File: src/rtl/half_adder_if.sv
// Operand/result bundle for the lane-parallel half adder.
// The master drives operands and controls; the slave returns registered results.
interface half_adder_if #(
    parameter int WIDTH = 1,
    parameter int CNT_W = 16
);
    localparam int PC_W = $clog2(WIDTH + 1);

    logic [WIDTH-1:0] A;
    logic [WIDTH-1:0] B;
    logic             in_valid;
    logic             clr_total;
    logic [WIDTH-1:0] S;
    logic [WIDTH-1:0] C;
    logic             out_valid;
    logic [PC_W-1:0]  c_count;
    logic [CNT_W-1:0] carry_total;
    logic             total_sat;

    modport master (
        output A, B, in_valid, clr_total,
        input  S, C, out_valid, c_count, carry_total, total_sat
    );

    modport slave (
        input  A, B, in_valid, clr_total,
        output S, C, out_valid, c_count, carry_total, total_sat
    );
endinterface

File: src/rtl/half_adder.sv
// Registered lane-parallel half adder with per-beat carry popcount and a
// saturating, sticky running carry total.
module half_adder #(
    parameter int WIDTH = 1,
    parameter int CNT_W = 16
) (
    input  logic         clk,
    input  logic         rst_n,
    half_adder_if.slave  bus
);
    localparam int PC_W  = $clog2(WIDTH + 1);
    // The adder must hold the total plus a full-width popcount without wrapping.
    localparam int SUM_W = ((CNT_W > PC_W) ? CNT_W : PC_W) + 1;
    localparam logic [SUM_W-1:0] TOT_MAX = SUM_W'({CNT_W{1'b1}});

    logic [WIDTH-1:0] s_q, s_d;
    logic [WIDTH-1:0] c_q, c_d;
    logic [PC_W-1:0]  cnt_q, cnt_d;
    logic             valid_q, valid_d;
    logic [CNT_W-1:0] total_q, total_d;
    logic             sat_q, sat_d;

    logic [WIDTH-1:0] carry_w;
    logic [PC_W-1:0]  pop_w;
    logic [SUM_W-1:0] sum_w;

    always_comb begin
        // NOTE: every signal assigned here gets a default first, so no latch is inferred.
        s_d     = s_q;
        c_d     = c_q;
        cnt_d   = cnt_q;
        valid_d = bus.in_valid;
        total_d = total_q;
        sat_d   = sat_q;

        carry_w = bus.A & bus.B;
        pop_w   = '0;
        for (int i = 0; i < WIDTH; i++) begin
            pop_w = pop_w + PC_W'(carry_w[i]);
        end
        sum_w = SUM_W'(total_q) + SUM_W'(pop_w);

        if (bus.in_valid) begin
            s_d   = bus.A ^ bus.B;
            c_d   = carry_w;
            cnt_d = pop_w;
            if (sum_w > TOT_MAX) begin
                total_d = '1;
                sat_d   = 1'b1;
            end else begin
                total_d = sum_w[CNT_W-1:0];
            end
        end

        // Clear wins over a simultaneous beat: its carries never reach the total.
        if (bus.clr_total) begin
            total_d = '0;
            sat_d   = 1'b0;
        end
    end

    always_ff @(posedge clk or negedge rst_n) begin
        if (!rst_n) begin
            s_q     <= '0;
            c_q     <= '0;
            cnt_q   <= '0;
            valid_q <= 1'b0;
            total_q <= '0;
            sat_q   <= 1'b0;
        end else begin
            // NOTE: non-blocking assignments so every flop samples pre-edge values.
            s_q     <= s_d;
            c_q     <= c_d;
            cnt_q   <= cnt_d;
            valid_q <= valid_d;
            total_q <= total_d;
            sat_q   <= sat_d;
        end
    end

    assign bus.S           = s_q;
    assign bus.C           = c_q;
    assign bus.c_count     = cnt_q;
    assign bus.out_valid   = valid_q;
    assign bus.carry_total = total_q;
    assign bus.total_sat   = sat_q;
endmodule

File: src/flat_wrapper.sv
// flat-port wrapper written by rule: the top's interface ports become plain ports
module half_adder_flat 
#(
    parameter int WIDTH = 1,
    parameter int CNT_W = 16
)
  (clk, rst_n, bus_A, bus_B, bus_in_valid, bus_clr_total, bus_S, bus_C, bus_out_valid, bus_c_count, bus_carry_total, bus_total_sat);
  half_adder_if #(.WIDTH(WIDTH), .CNT_W(CNT_W)) bus_i ();
  input  logic clk;
  input  logic rst_n;
  input wire logic [$bits(bus_i.A)-1:0] bus_A;
  input wire logic [$bits(bus_i.B)-1:0] bus_B;
  input wire logic [$bits(bus_i.in_valid)-1:0] bus_in_valid;
  input wire logic [$bits(bus_i.clr_total)-1:0] bus_clr_total;
  output wire logic [$bits(bus_i.S)-1:0] bus_S;
  output wire logic [$bits(bus_i.C)-1:0] bus_C;
  output wire logic [$bits(bus_i.out_valid)-1:0] bus_out_valid;
  output wire logic [$bits(bus_i.c_count)-1:0] bus_c_count;
  output wire logic [$bits(bus_i.carry_total)-1:0] bus_carry_total;
  output wire logic [$bits(bus_i.total_sat)-1:0] bus_total_sat;
  assign bus_i.A = bus_A;
  assign bus_i.B = bus_B;
  assign bus_i.in_valid = bus_in_valid;
  assign bus_i.clr_total = bus_clr_total;
  assign bus_S = bus_i.S;
  assign bus_C = bus_i.C;
  assign bus_out_valid = bus_i.out_valid;
  assign bus_c_count = bus_i.c_count;
  assign bus_carry_total = bus_i.carry_total;
  assign bus_total_sat = bus_i.total_sat;
  half_adder #(.WIDTH(WIDTH), .CNT_W(CNT_W)) u_core (.clk(clk), .rst_n(rst_n), .bus(bus_i));
endmodule
File: config.mk
export PLATFORM = sky130hd
export DESIGN_NAME = half_adder_flat
export DESIGN_NICKNAME = d
export VERILOG_FILES = /design/src/rtl/half_adder_if.sv /design/src/rtl/half_adder.sv /design/src/flat_wrapper.sv
export SDC_FILE = /design/constraint.sdc
export NUM_CORES = 1
export LEC_CHECK = 0
export CAP_MARGIN = 20
export CELL_PAD_IN_SITES_DETAIL_PLACEMENT = 1
export CELL_PAD_IN_SITES_GLOBAL_PLACEMENT = 2
export CORE_MARGIN = 2
export CORE_UTILIZATION = 33
export CTS_BUF_LIST = sky130_fd_sc_hd__clkbuf_8
export CTS_CLUSTER_SIZE = 25
export DETAILED_ROUTE_END_ITERATION = 8
export MAX_ROUTING_LAYER = met4
export PLACE_DENSITY_LB_ADDON = 0.1
export SETUP_SLACK_MARGIN = 0.15
export SYNTH_ARGS = -nofsm -noshare
export SYNTH_HDL_FRONTEND = slang
export SYNTH_SLANG_ARGS = --single-unit
File: constraint.sdc
create_clock -name clk -period 3.9 [get_ports clk]
set_clock_uncertainty 0.05 [all_clocks]
set_input_delay 0.975 -clock clk [delete_from_list [all_inputs] [get_ports clk]]
set_output_delay 0.975 -clock clk [all_outputs]
set_load 0.1 [all_outputs]
* Word level (Yosys, flattened, before mapping) *
Index checks and enable logic that the tools add are counted.

cells by class
  $add $sub $neg = 1
  $lt $le $gt $ge = 1
  mux-type cells = 6
  bitwise logic cells = 2
  reductions and logical operators = 3

operators by type and width
  kind                    number
  $mux W16                3
  $add A16 B1 Y17         1
  $gt A17 B16 Y1 const B  1
  $reduce_bool A2 Y1      2
  $mux W1                 3
  $reduce_and A2 Y1       1
  $and A1 B1 Y1           1
  $xor A1 B1 Y1           1

word-level totals
  bits in registers = 20
  input port bits = 6
  logic and storage cells = 18

* Logic depth before layout (Yosys ltp) *
  word-level depth = 6
  mapped depth = 7
  gate-level depth less buffers = 6

* Worst setup path before layout *
OpenSTA, ideal clock, no wires.

  path kind = input -> register
  from = input bus_B
  to = register u_core.total_q[5], in the netlist u_core.bus.carry_total[5]
  data arrival time = 2.303 ns
  required time = 3.739 ns
  slack = 1.436 ns
  cell stages on the path = 6
  buffers on the path = 0
  path through = ha_1 > ha_1 > nand4_1 > nor4_4 > nor3_1 > a2111oi_2

on the way
  cells in the longest elaborated chain, start to end = 6

RTL lines
  item                  RTL line            text
  from (decl)           flat_wrapper.sv:12  input wire logic [$bits(bus_i.B)-1:0] bus_B;
  $and A1 B1 Y1 *       half_adder.sv:36    carry_w = bus.A & bus.B;
  $add A16 B1 Y17 *     half_adder.sv:41    sum_w = SUM_W'(total_q) + SUM_W'(pop_w);
  $gt A17 B16 Y1        half_adder.sv:47    if (sum_w > TOT_MAX) begin
  $mux W16 *            half_adder.sv:47
  $mux W16 *            half_adder.sv:43    if (bus.in_valid) begin
  $mux W16 *            half_adder.sv:56    if (bus.clr_total) begin
  to (signal assigned)  half_adder.sv:76    total_q <= total_d;
  to (decl)             half_adder.sv:20    logic [CNT_W-1:0] total_q, total_d;

Every way passes the cells marked *; elsewhere a longest branch is shown, timed or not. The select of a mux whose other input is x is not followed.
A chain may end at the register's enable or synchronous reset.

* Worst setup path after layout *
  from = input bus_B
  to = register u_core.total_q[4], in the netlist u_core.bus.carry_total[4]

on the way
  cells in the longest elaborated chain, start to end = 6

RTL lines
  item                      RTL line          text
  $and A1 B1 Y1 *           half_adder.sv:36
  named net u_core.carry_w  half_adder.sv:23  logic [WIDTH-1:0] carry_w;
  $add A16 B1 Y17 *         half_adder.sv:41
  $gt A17 B16 Y1            half_adder.sv:47
  $mux W16 *                half_adder.sv:47
  $mux W16 *                half_adder.sv:43
  $mux W16 *                half_adder.sv:56

The timed path passes the listed nets; every way through them passes the cells marked *. The select of a mux whose other input is x is not followed.

==> results.cfg <==
[global_route]
grt_max_degree = 21
antenna_found_initial = 0
grt.overflow.total = 0
track_usage = 0.175
first_global_vias = 972
grt_pass1_wl_mm = 4.70

[clocking]
clock_sinks = 20
root_buffer = clkbuf_8
cts_hold_repair.buffers = 0
post_cts_buffers = 0
clock_latency_ns = 0.26
clk_pin_slew_ns = 0.07
cts_buffer_depth = 2
cts_htree_levels = 1
cts_resized = 0
cts_made_buffers = 3
cts_tree = built

[yosys]
synth_top_area_cell = dfrtp_1
ys.warnings.count = 0
synthTopCellsByArea = dfrtp_1, nor3_1, nor2_1, nand3_1, a211oi_2
syn_area_sq_um = 1100
ys_seq_area_frac = 0.456
synth_top_area_frac = 0.456
syn-num-nets = 121
syn_inst = 112
synth.distinct_cells = 35
ys_ff_latch = 20
avgSynthCellArea_sq_um = 9.80

[die]
start_util = 0.354
rows = 20
core-area_sq_um = 3100
design.portCount = 27
fp.dieH_microns = 61.7
dieArea_sq_um = 3800
die_w_microns = 61.7

[min_path]
min_to = u_core.bus.S
min_path_type = reg -> reg
hold_path.startpoint = u_core.bus.S
hold_depth = 1

[placement]
place.gp.congestion = 0.727
io_buffer_count = 26
dp_hpwl_mm = 1.98

[setup_path]
cp_max_fo = 10
ff2ff_path_depth = 6
crit_required_ns = 4.02
r2r_end = u_core.bus.carry_total[4]
cp-start-kind = input pin
worstReg2RegStart = u_core.bus.carry_total[0]
crit_type = in -> reg
end_kind = register
critPathArrivalTime_ns = 3.14
reg2reg_slack_ns = 1.84

[pwr]
peakVddDrop_mv = 0.176
powerDensity_nw_per_um2 = 294
p_leak_nw = 0.581
power_uw = 424

[drt]
vias = 964
via_per_inst = 5.30
drt_wl_total_mm = 2.75
drt_iter0_drc = 38
wl_per_cell_microns = 15.1
drtAntennaViolNets = 0
dr.pass1.iters = 4
drc = 0

[timing]
min_period_ns = 3.02
rsz0062_at_grt = no
setup_violations = 0
tns_ns = 0
slew_violations = 0
hold_viol = 0
worst_pin_slew_ns = 0.968
finalCritPeriodShare = 0.775
slew_headroom = 0.353
fmax_ghz = 0.331

[cells_and_area]
num_antenna_cells = 0
area_growth_pct = 31.1
fill_cells = 381
layout.nets = 149
multi_input_area_sq_um = 559
seq_area_sq_um = 500
drive_gt1_frac = 0.116

[run]
max_cap_viol_count = 0

[outcome]
run_status = complete, no violations
## cell families (layout without fill, tap and decap cells)
family / count (synthesis) / in the layout / synth area share
DFF: 20 / 20 / 0.456
muxes: 4 / 4 / 0.0399
adders and majority gates: 3 / 3 / 0.0342
and+or+nand+nor: 64 / 64 / 0.328
buffers and inverters: 7 / 33 / 0.0342
AOI/OAI and AO/OA: 14 / 14 / 0.107
## report_power, final
| part | leakage [nW] | internal (mW) | switching, mW |
|---|---|---|---|
| Sequential | 0.273 | 0.211 | 0.00307 |
| Clock | 0.0216 | 0.0690 | 0.0693 |
| Combinational | 0.286 | 0.0182 | 0.0529 |
| Total | 0.581 | 0.298 | 0.125 |
## worst max-delay path: stages
cell,delay (ns)
clkdlybuf4s50_1,0.46
ha_1,0.20
ha_1,0.18
nand4_1,0.24
nor4_4,0.59
buf_4,0.23
nor3_1,0.05
a211oi_2,0.22
## cell usage in the layout, fill, tap and decap left out, drive strengths merged
cell type      instances
nand3                  8
and3b                  1
nor2b                  1
and2                   1
a21oi                  4
clkbuf                 3
o211a                  1
or4                    1
or3                    1
ha                     3
nand4                  4
buf                    2
nor3                  16
a31oi                  2
dfrtp                 20
mux2i                  1
clkdlybuf4s50         26
and4                   1
mux2                   3
nor3b                  2
a211oi                 4
o21ba                  1
o21ai                  1
inv                    2
nor2                  15
nand2                  6
a2111oi                1
and3                   2
nor4                   5
## synthesized netlist by cell type, drive strengths merged
cell type,number
dfrtp,20
nor3,16
nor2,15
nand3,8
nand2,6
nor4,5
a211oi,4
a21oi,4
nand4,4
buf,3
ha,3
mux2,3
a31oi,2
and3,2
clkbuf,2
inv,2
nor3b,2
a2111oi,1
and2,1
and3b,1
and4,1
mux2i,1
nor2b,1
o211a,1
o21ai,1
o21ba,1
or3,1
or4,1
## stage by stage
step / instance area (sq um) / util / hold WS (ns) / std cells / setup WS [ns]
5_1_grt: 1440 / 0.464 / 0.485 / 182 / 0.651
4_1_cts: 1440 / 0.464 / 0.462 / 182 / 0.857
3_5_place_dp: 1400 / 0.450 / 0.442 / 179 / 0.580
3_3_place_gp: 1400 / 0.450 / 0.427 / 179 / 0.664
2_1_floorplan: 1100 / - / 0.629 / 112 / 1.44
6_report: 1440 / 0.464 / 0.465 / 182 / 0.877
## worst max-delay path by stage
stage               start                         to  slack (ns)  cells past startpoint
detailed placement  bus_B  u_core.bus.carry_total[5]        0.58                      7
finish              bus_B  u_core.bus.carry_total[4]        0.88                      8
floorplan           bus_B  u_core.bus.carry_total[5]        1.44                      6
CTS                 bus_B  u_core.bus.carry_total[5]        0.86                      7
global route        bus_B  u_core.bus.carry_total[4]        0.65                      8
global placement    bus_B  u_core.bus.carry_total[5]        0.66                      7
## area by class of cell
class	instances	area share
Multi-Input combinational cell	85	0.389
Timing Repair Buffer	28	0.191
Inverter	2	0.00522
Sequential cell	20	0.348
Tap cell	44	0.0383
Clock buffer	3	0.0287
## routing by layer
metal / track usage / share of wire
met5: - / 0
met4: 0.0729 / 0.016
met3: 0.0252 / 0.028
met2: 0.253 / 0.46
met1: 0.245 / 0.49
## flip-flops by register name, indices dropped and copies added, names as in the netlist
register                cells
u_core.bus.total_sat        1
u_core.bus.S                1
u_core.bus.C                1
u_core.bus.out_valid        1
u_core.bus.carry_total     16
No activity file was read; power rests on OpenSTA's default activity.
